==> src/rtl/pac_wrr_arbiter_pkg.sv <==
// pac_wrr_arbiter shared types.
// FSM state encoding and arbitration mode constants.
package pac_arb_pkg;

  typedef enum logic [1:0] {
    IDLE  = 2'd0,
    PICK  = 2'd1,
    SERVE = 2'd2
  } state_e;

  localparam logic MODE_PRIO = 1'b0;
  localparam logic MODE_WRR  = 1'b1;

endpackage

==> src/rtl/pac_wrr_arbiter_if.sv <==
// pac_wrr_arbiter request/grant bundle.
// master drives requests and config, slave is the arbiter.
interface pac_wrr_arbiter_if #(
  parameter int N = 4,
  parameter int W = 3
);
  localparam int IDX_W = $clog2(N);

  logic [N-1:0]     req_i;
  logic             src_valid_i;
  logic             sink_ready_i;
  logic             last_i;
  logic             mode_i;
  logic             lock_i;
  logic [N*W-1:0]   cfg_weight_i;
  logic [N-1:0]     grant_o;
  logic [IDX_W-1:0] grant_idx_o;
  logic             busy_o;
  logic [W-1:0]     credit_o;
  logic             tenure_end_o;

  modport master (
    output req_i, src_valid_i, sink_ready_i,
    output last_i, mode_i, lock_i, cfg_weight_i,
    input  grant_o, grant_idx_o, busy_o,
    input  credit_o, tenure_end_o
  );

  modport slave (
    input  req_i, src_valid_i, sink_ready_i,
    input  last_i, mode_i, lock_i, cfg_weight_i,
    output grant_o, grant_idx_o, busy_o,
    output credit_o, tenure_end_o
  );

endinterface

==> src/rtl/pac_wrr_arbiter_rr_first_one.sv <==
// Rotating first-one finder.
// Returns the first set bit at or after ptr_i, wrapping modulo N.
module pac_rr_first_one #(
  parameter  int N     = 4,
  localparam int IDX_W = $clog2(N)
) (
  input  logic [N-1:0]     mask_i,
  input  logic [IDX_W-1:0] ptr_i,
  output logic [IDX_W-1:0] idx_o,
  output logic             found_o
);

  int               j;
  logic [IDX_W-1:0] jj;

  // Scan offsets high to low so the smallest offset wins last.
  always_comb begin
    idx_o   = ptr_i;
    found_o = 1'b0;
    j       = 0;
    jj      = '0;
    for (int i = N - 1; i >= 0; i--) begin
      j = int'(ptr_i) + i;
      if (j >= N) j = j - N;
      jj = IDX_W'(j);
      if (mask_i[jj]) begin
        idx_o   = jj;
        found_o = 1'b1;
      end
    end
  end

endmodule

==> src/rtl/pac_wrr_arbiter.sv <==
// Weighted arbiter: weight-priority or weighted round robin.
// Packet lock holds the grant until the last beat.
module pac_wrr_arbiter #(
  parameter int N = 4,
  parameter int W = 3
) (
  input logic               clk_i,
  input logic               rst_ni,
  pac_wrr_arbiter_if.slave  bus
);
  import pac_arb_pkg::*;

  localparam int IDX_W = $clog2(N);

  state_e           st_q, st_d;
  logic [IDX_W-1:0] curr_q, curr_d;
  logic [IDX_W-1:0] ptr_q, ptr_d;
  logic [W-1:0]     credit_q, credit_d;

  logic [W-1:0]     wt [N];
  logic [W-1:0]     max_w;
  logic [N-1:0]     tie_mask;
  logic [N-1:0]     sel_mask;
  logic [IDX_W-1:0] win_idx;
  logic             win_found;
  logic [IDX_W-1:0] ptr_nxt;
  logic             req_cur;
  logic             beat;
  logic             tend;

  // Unpack weights, find max requesting weight and its tie set.
  always_comb begin
    max_w    = '0;
    tie_mask = '0;
    for (int k = 0; k < N; k++) begin
      wt[k] = bus.cfg_weight_i[k*W +: W];
    end
    for (int k = 0; k < N; k++) begin
      if (bus.req_i[k] && wt[k] > max_w) max_w = wt[k];
    end
    for (int k = 0; k < N; k++) begin
      tie_mask[k] = bus.req_i[k] && (wt[k] == max_w);
    end
  end

  assign sel_mask = (bus.mode_i == MODE_PRIO) ? tie_mask : bus.req_i;

  pac_rr_first_one #(.N(N)) u_ff (
    .mask_i  (sel_mask),
    .ptr_i   (ptr_q),
    .idx_o   (win_idx),
    .found_o (win_found)
  );

  assign req_cur = bus.req_i[curr_q];
  assign beat    = (st_q == SERVE) & req_cur
                 & bus.src_valid_i & bus.sink_ready_i;
  assign tend    = (st_q == SERVE)
                 & (~req_cur | (beat & (credit_q == '0)
                 & (~bus.lock_i | bus.last_i)));
  assign ptr_nxt = (curr_q == IDX_W'(N - 1)) ? '0 : curr_q + 1'b1;

  // Next-state: pick a winner, count down credit, end tenures.
  always_comb begin
    st_d     = st_q;
    curr_d   = curr_q;
    ptr_d    = ptr_q;
    credit_d = credit_q;
    unique case (st_q)
      IDLE: begin
        if (|bus.req_i) st_d = PICK;
      end
      PICK: begin
        if (win_found) begin
          curr_d   = win_idx;
          credit_d = (bus.mode_i == MODE_WRR) ? wt[win_idx] : '0;
          st_d     = SERVE;
        end else begin
          st_d = IDLE;
        end
      end
      SERVE: begin
        if (tend) begin
          st_d  = PICK;
          ptr_d = ptr_nxt;
        end else if (beat && credit_q != '0) begin
          credit_d = credit_q - 1'b1;
        end
      end
      default: st_d = IDLE;
    endcase
  end

  // State and tenure registers.
  always_ff @(posedge clk_i or negedge rst_ni) begin
    if (!rst_ni) begin
      st_q     <= IDLE;
      curr_q   <= '0;
      ptr_q    <= '0;
      credit_q <= '0;
    end else begin
      st_q     <= st_d;
      curr_q   <= curr_d;
      ptr_q    <= ptr_d;
      credit_q <= credit_d;
    end
  end

  assign bus.grant_o      = (st_q == SERVE)
                          ? ((N'(1) << curr_q) & bus.req_i) : '0;
  assign bus.grant_idx_o  = curr_q;
  assign bus.busy_o       = (st_q != IDLE);
  assign bus.credit_o     = credit_q;
  assign bus.tenure_end_o = tend;

endmodule

==> src/flat_wrapper.sv <==
// flat-port wrapper written by rule: the top's interface ports become plain ports
module pac_wrr_arbiter_flat import pac_arb_pkg::*;
#(
  parameter int N = 4,
  parameter int W = 3
)
  (clk_i, rst_ni, bus_req_i, bus_src_valid_i, bus_sink_ready_i, bus_last_i, bus_mode_i, bus_lock_i, bus_cfg_weight_i, bus_grant_o, bus_grant_idx_o, bus_busy_o, bus_credit_o, bus_tenure_end_o);
  pac_wrr_arbiter_if #(.N(N), .W(W)) bus_i ();
  input logic clk_i;
  input logic rst_ni;
  input wire logic [$bits(bus_i.req_i)-1:0] bus_req_i;
  input wire logic [$bits(bus_i.src_valid_i)-1:0] bus_src_valid_i;
  input wire logic [$bits(bus_i.sink_ready_i)-1:0] bus_sink_ready_i;
  input wire logic [$bits(bus_i.last_i)-1:0] bus_last_i;
  input wire logic [$bits(bus_i.mode_i)-1:0] bus_mode_i;
  input wire logic [$bits(bus_i.lock_i)-1:0] bus_lock_i;
  input wire logic [$bits(bus_i.cfg_weight_i)-1:0] bus_cfg_weight_i;
  output wire logic [$bits(bus_i.grant_o)-1:0] bus_grant_o;
  output wire logic [$bits(bus_i.grant_idx_o)-1:0] bus_grant_idx_o;
  output wire logic [$bits(bus_i.busy_o)-1:0] bus_busy_o;
  output wire logic [$bits(bus_i.credit_o)-1:0] bus_credit_o;
  output wire logic [$bits(bus_i.tenure_end_o)-1:0] bus_tenure_end_o;
  assign bus_i.req_i = bus_req_i;
  assign bus_i.src_valid_i = bus_src_valid_i;
  assign bus_i.sink_ready_i = bus_sink_ready_i;
  assign bus_i.last_i = bus_last_i;
  assign bus_i.mode_i = bus_mode_i;
  assign bus_i.lock_i = bus_lock_i;
  assign bus_i.cfg_weight_i = bus_cfg_weight_i;
  assign bus_grant_o = bus_i.grant_o;
  assign bus_grant_idx_o = bus_i.grant_idx_o;
  assign bus_busy_o = bus_i.busy_o;
  assign bus_credit_o = bus_i.credit_o;
  assign bus_tenure_end_o = bus_i.tenure_end_o;
  pac_wrr_arbiter #(.N(N), .W(W)) u_core (.clk_i(clk_i), .rst_ni(rst_ni), .bus(bus_i));
endmodule
==> config.mk <==
export PLATFORM = sky130hd
export DESIGN_NAME = pac_wrr_arbiter_flat
export DESIGN_NICKNAME = d
export VERILOG_FILES = /design/src/rtl/pac_wrr_arbiter_pkg.sv /design/src/rtl/pac_wrr_arbiter_if.sv /design/src/rtl/pac_wrr_arbiter_rr_first_one.sv /design/src/rtl/pac_wrr_arbiter.sv /design/src/flat_wrapper.sv
export SDC_FILE = /design/constraint.sdc
export NUM_CORES = 1
export LEC_CHECK = 0
export ABC_AREA = 1
export CELL_PAD_IN_SITES_DETAIL_PLACEMENT = 1
export CELL_PAD_IN_SITES_GLOBAL_PLACEMENT = 1
export CORE_AREA = 4 4 81 98
export CTS_CLUSTER_SIZE = 10
export DETAILED_ROUTE_END_ITERATION = 16
export DIE_AREA = 0 0 85 102
export PLACE_DENSITY_LB_ADDON = 0.1
export SLEW_MARGIN = 20
export SYNTH_ARGS = -nofsm -noshare
export SYNTH_HDL_FRONTEND = slang
export SYNTH_SLANG_ARGS = --single-unit
export TNS_END_PERCENT = 5
==> constraint.sdc <==
create_clock -name clk_i -period 3.62 [get_ports clk_i]
set_input_delay 0.543 -clock clk_i [delete_from_list [all_inputs] [get_ports clk_i]]
set_output_delay 0.543 -clock clk_i [all_outputs]
set_load 0.1 [all_outputs]
**Yosys cells after proc, flatten, opt, wreduce, memory -nomap -nowiden**

Cells that the tools add are included.

- Equal/unequal tests: 12
- Order comparisons: 14
- Mux-type cells: 41
- Bitwise operators: 12
- $add $sub $neg: 9
- Shifts and indexed selects: 1
- Divide/modulo/power cells: 0
- Reduce and logical (&&, ||, !) cells: 19
- Multiply operators: 0

Operator list:

| operator | count |
|---|---|
| $mux 3 | 10 |
| $mux 2 | 12 |
| $lt 2x3->1 const B | 5 |
| $eq 3x3->1 | 4 |
| $ge 3x3->1 const B | 4 |
| $bmux 1 s2 | 5 |
| $gt 3x3->1 | 3 |
| $logic_and 1x1->1 | 9 |
| $mux 1 | 9 |
| $mux 4 | 2 |
| $ne 2x2->1 const B | 4 |
| $sub 2x1->2 const B | 4 |
| $add 2x2->3 const B | 2 |
| $and 1x1->1 | 6 |
| $bmux 3 s2 | 1 |
| $pmux 2 s3 | 1 |
| $pmux 3 s2 | 1 |
| $reduce_and 2->1 | 3 |
| $and 4x4->4 | 1 |
| $eq 2x2->1 const B | 2 |
| $reduce_and 4->1 | 1 |
| $reduce_bool 2->1 | 2 |
| $reduce_or 4->1 | 1 |
| $shl 1x2->4 const A | 1 |
| 13 further kinds | 15 |

- Flip-flop bits (word level): 9
- Bits in writable memories: 0
- Logic and storage cells: 112
- Latch bits: 0
- ROM bits: 0
- Memories: 0
- Bits of input ports: 23

**Depth between registers and ports, before layout**

- Word-level depth: 28
- Depth in mapped cells: 41
- Mapped depth without buffers: 40

**By module**

A second synthesis with hierarchy kept.

- Cell total of the unflattened synthesis: 288
- Area, all modules: 1657.8 um^2

By module, submodules not included:

| module | area an instance (um^2) | instances | cells an instance |
|---|---|---|---|
| pac_wrr_arbiter | 1423.9 | 1 | 235 |
| pac_rr_first_one | 234.0 | 1 | 53 |

**Least setup slack after synthesis**

OpenSTA, ideal clock, no wires.

- Path type: input to register
- Start: in bus_req_i[0]
- End: reg u_core.credit_q[1] (netlist: u_core.bus.credit_o[1])
- Buffers on the path: 2
- Cell stages on the path: 36
- Arrival: 4.543 ns
- Setup slack: -1.043 ns
- Path through: buf_2 nand2_1 ha_1 a21oi_2 nand2_2 nand2_2 nand2_1 and2_1 ha_1 a21oi_1 o21ai_4 nand2_4 nand3_2 nand2_2 ha_1 a21oi_1 o21ai_1 nand3_1 buf_4 nand3_2 o21ai_1 nor2_1 nand2_1 nand2_1 nand2_1 nand2_1 nand3_2 nand2_2 o21ai_4 nand2_2 nand2_4 nand2_2 nand2_1 nand3_1 nand3_1 a21oi_2

- Word-level cells in the longest chain between the ends: 27
- Elaborated cells between the ends (all ways): 58
- Classes of those cells: order compare (3); eq/ne (7); mux (29); bitwise (9); reduce/logical (10)

Ends and longest elaborated chain:

| element | RTL line | source |
|---|---|---|
| start: declaration | flat_wrapper.sv:11 | `input wire logic [$bits(bus_i.req_i)-1:0] bus_req_i;` |
| $logic_and 1x1->1 | pac_wrr_arbiter.sv:39 | `if (bus.req_i[k] && wt[k] > max_w) max_w = wt[k];` |
| $mux 3 | pac_wrr_arbiter.sv:39 |  |
| $gt 3x3->1 | pac_wrr_arbiter.sv:39 |  |
| $logic_and 1x1->1 | pac_wrr_arbiter.sv:39 |  |
| $mux 3 | pac_wrr_arbiter.sv:39 |  |
| $gt 3x3->1 | pac_wrr_arbiter.sv:39 |  |
| $logic_and 1x1->1 | pac_wrr_arbiter.sv:39 |  |
| $mux 3 | pac_wrr_arbiter.sv:39 |  |
| [7 not listed] | n/a |  |
| $mux 1 (not written as such) | pac_wrr_arbiter_rr_first_one.sv:26 | `if (mask_i[jj]) begin` |
| $mux 2 (4 in a row) | pac_wrr_arbiter_rr_first_one.sv:26 |  |
| $not 2->3 (not written as such) | pac_wrr_arbiter.sv:76 | `credit_d = (bus.mode_i == MODE_WRR) ? wt[win_idx] : '0;` |
| $bmux 3 s2 | pac_wrr_arbiter.sv:76 |  |
| $mux 3 (not written as such) (2 in a row) | pac_wrr_arbiter.sv:76 |  |
| $mux 3 | pac_wrr_arbiter.sv:76 |  |
| $mux 3 | pac_wrr_arbiter.sv:74 | `if (win_found) begin` |
| $pmux 3 s2 | pac_wrr_arbiter.sv:69 | `unique case (st_q)` |
| end signal: assignment | pac_wrr_arbiter.sv:105 | `credit_q <= credit_d;` |
| end: declaration | pac_wrr_arbiter.sv:18 | `logic [W-1:0] credit_q, credit_d;` |

Parallel ways exist; a longest one is shown, timed or not. The select of a mux whose other input is x is not followed.
A chain may end at the register's enable or synchronous reset.

**Final worst setup path**

- Start: in bus_req_i[0]
- End: reg u_core.credit_q[2] (netlist: u_core.bus.credit_o[2])

Same word-level chain as after synthesis.

==> qor.csv <==
metric,value,unit
outcome,finished with violations,
failing checks,negative setup slack,
Hold Buf Count CTS,0,
die footprint,8670,um2
Worst Path Arrival,4.74,ns
Wirelength per Cell,15.1,um
DR iter-0 viols,54,
worst reg2reg path endpoint,u_core.bus.credit_o[2],
sequential cell area fraction in the yosys report,0.133,
synth top area cells,"nand3_1 (21%), nand2_1 (16%), dfrtp_1 (13%)",
Crit Path Class,in -> reg,
initial core utilization,0.239,
Ys Warns,0,
Routed Antenna Nets,0,
total number of vias,2295,
initial antenna violation count,0,
"slowest stage delay, CP",0.28,ns
Syn Inst Count,284,
Critical Path Sink,u_core.bus.credit_o[2],
maximum fanout along the worst path,7,
crit path launch,bus_req_i[0],
Post-synth top cells,"nand2_1 (71), nand3_1 (71), inv_1 (36)",
Sw Pwr,0.00138,W
peak supply drop,494,uV
die height,102,um
HP Class,reg -> reg,
Die Width,85,um
Skew-Pair Late Insertion Delay,0.23,ns
fmax,218,MHz
fin crit period,4.58,ns
Crit. End Element,register,
Sequential Power Share,0.099,
top cell type's share of synthesized area,0.210,
Switching Share,0.589,
"Slowest-stage cell, CP",ha_4,
largest net degree at the start of global routing,11,
top_reg_cell synth,dfrtp_1,
Rows,34,
Synth Cell Area,1700,um2
share of layout cells above drive strength 1,0.501,
ys async rst share,1.00,
Worst-Margin Slew,0.968,ns
port buffer count,33,
startpoint type of the worst setup path,primary input,
Final nets,430,
Clock Pin Slew Worst Setup and Hold Paths,0.05,ns
Max Root-Sink Buffers,2,
final setup fails,6,
Detail Placement HPWL,5.85,mm
Post-Route WL,7.27,mm
Gate power share,0.850,
leakage,1.59,nW
M2 GR Usage,0.328,
final setup margin,-0.957,ns
GR Util All Layers,0.165,
IO Pins,34,
Placer Congestion,0.848,
P&R area growth vs syn,86.1,%
most frequent CP cell,nand2_4,
maxcap violations,0,
worst r2r src,u_core.ptr_q[0],
endpoints failing hold,0,
reg2reg path depth,11,
GRT Residual Overflow,0,
CTS Sinks,9,
P per Cell Area,743,nW/um2
"Req. time, crit path",3.79,ns
setup tns final,-5.16,ns
cell type with the highest aggregate area in the netlist,nand3_1,
vias in the first global route,2350,
syn nets,322,
via-per-instance ratio,4.77,
Post-synth EDFFs,0,
met3 usage,0.0145,
Seq cells post-synth,9,
# DRC,0,
Global Route met1 Usage,0.181,
r2r setup slk,1.31,ns
dpl ws,-1.92,ns
slew margin rel.,0.353,
syn_area_per_cell,5.97,um2
CTS tree,built,
diode count,0,
RSZ-0062 raised after global routing,true,
root buffer cell,clkbuf_8,
Cell variety after synth,28,
1st-pass router iterations,4,
number of CTS-inserted buffers,3,
Max Slew Vio Count,0,
skew final,0.00462,ns
"Most Used Layer, Global Route",met2,
H-tree Lvls,1,
first-pass GRT wire length,11.3,mm
Internal Power,0.000962,W
Clock power frac,0.051,
core area,7100,um2
Final period util,1.26,
timing repair:
item                                    4_1_cts  5_1_grt
gates cloned                                  0        0
resized for setup                            69       48
endpoints found under the setup margin        6        6
hold endpoints to repair                      0        0
pin swaps                                    40       41
setup buffers                                14        6
through the flow:
stage	cells	hold slack, ns	instance area, um2	util	total power, W
after floorplan	284	0.247	1820	-	0.00139
after global placement	457	0.587	2630	0.370	0.00189
after detailed placement	457	0.588	2630	0.370	0.00191
after CTS	475	0.608	2910	0.409	0.00218
after global routing	481	0.657	3150	0.444	0.00255
final	481	0.597	3150	0.444	0.00234
layout make-up:
| type | instances | area (um2) |
|---|---|---|
| fill | 892 | 3950 |
| multi-input combinational | 229 | 1730 |
| timing repair buffer | 106 | 881 |
| sequential | 9 | 225 |
| inverter | 43 | 161 |
| tap | 90 | 113 |
| clock buffer | 4 | 45.0 |
worst min path at each step:
stage | start | endpoint | slack (ns) | cells after the start
after detailed placement | u_core.bus.grant_idx_o[1] | u_core.bus.grant_idx_o[1] | 0.59 | 2
final | u_core.st_q[1] | u_core.st_q[1] | 0.60 | 3
after CTS | u_core.st_q[0] | u_core.st_q[1] | 0.61 | 2
after floorplan | rst_ni | u_core.bus.credit_o[0] | 0.25 | 0
after global routing | u_core.st_q[0] | u_core.st_q[1] | 0.66 | 2
after global placement | u_core.st_q[0] | u_core.st_q[1] | 0.59 | 2
per-layer routing:
metal | up-vias | routed length (um) | share of wire
li1 | 1153 | - | -
met1 | 1096 | 2800 | 0.39
met2 | 34 | 4150 | 0.57
met3 | 12 | 165 | 0.023
met4 | 0 | 160 | 0.022
met5 | - | 0 | 0
power by group through the flow:
stage               Clock (W)  Sequential, W  Combinational, W
global placement            0       0.000228           0.00166
global route         0.000132       0.000245           0.00218
CTS                  0.000125       0.000230           0.00182
detailed placement          0       0.000228           0.00168
floorplan                   0       0.000402          0.000984
finish               0.000120       0.000232           0.00199
state kept, by name (all words and copies together) (netlist names):
| name | flops |
|---|---|
| u_core.bus.credit_o | 3 |
| u_core.ptr_q | 2 |
| u_core.st_q | 2 |
| u_core.bus.grant_idx_o | 2 |
placed cells by master, fill, tap and decap left out, drive strengths merged, types with 2 or more instances in the layout:
cell,netlist,layout
a21oi,8,8
buf,3,85
clkbuf,0,4
clkdlybuf4s50,0,20
clkinv,3,3
dfrtp,9,9
ha,15,15
inv,40,40
nand2,85,85
nand3,81,81
nand3b,3,3
nand4,2,2
nor2,17,17
o21ai,11,11
kinds of logic (layout without fill, tap and decap cells):
kind of cell               after synthesis  count (layout)  synth area share
AOI/OAI and AO/OA                       23              23            0.0923
DFF                                      9               9             0.133
xor gates and xnor gates                 1               1           0.00517
buffers and inverters                   46             153             0.106
adders and majority gates               15              15             0.111
and+or+nand+nor                        190             190             0.554
worst max-delay path, delay by kind of cell:
family / cells / cell delay, ns
buffers and inverters: 2 / 0.25
and+or+nand+nor: 25 / 2.29
AOI/OAI and AO/OA: 5 / 0.87
adders and majority gates: 3 / 0.76
Power figures use the tool's default switching activity.
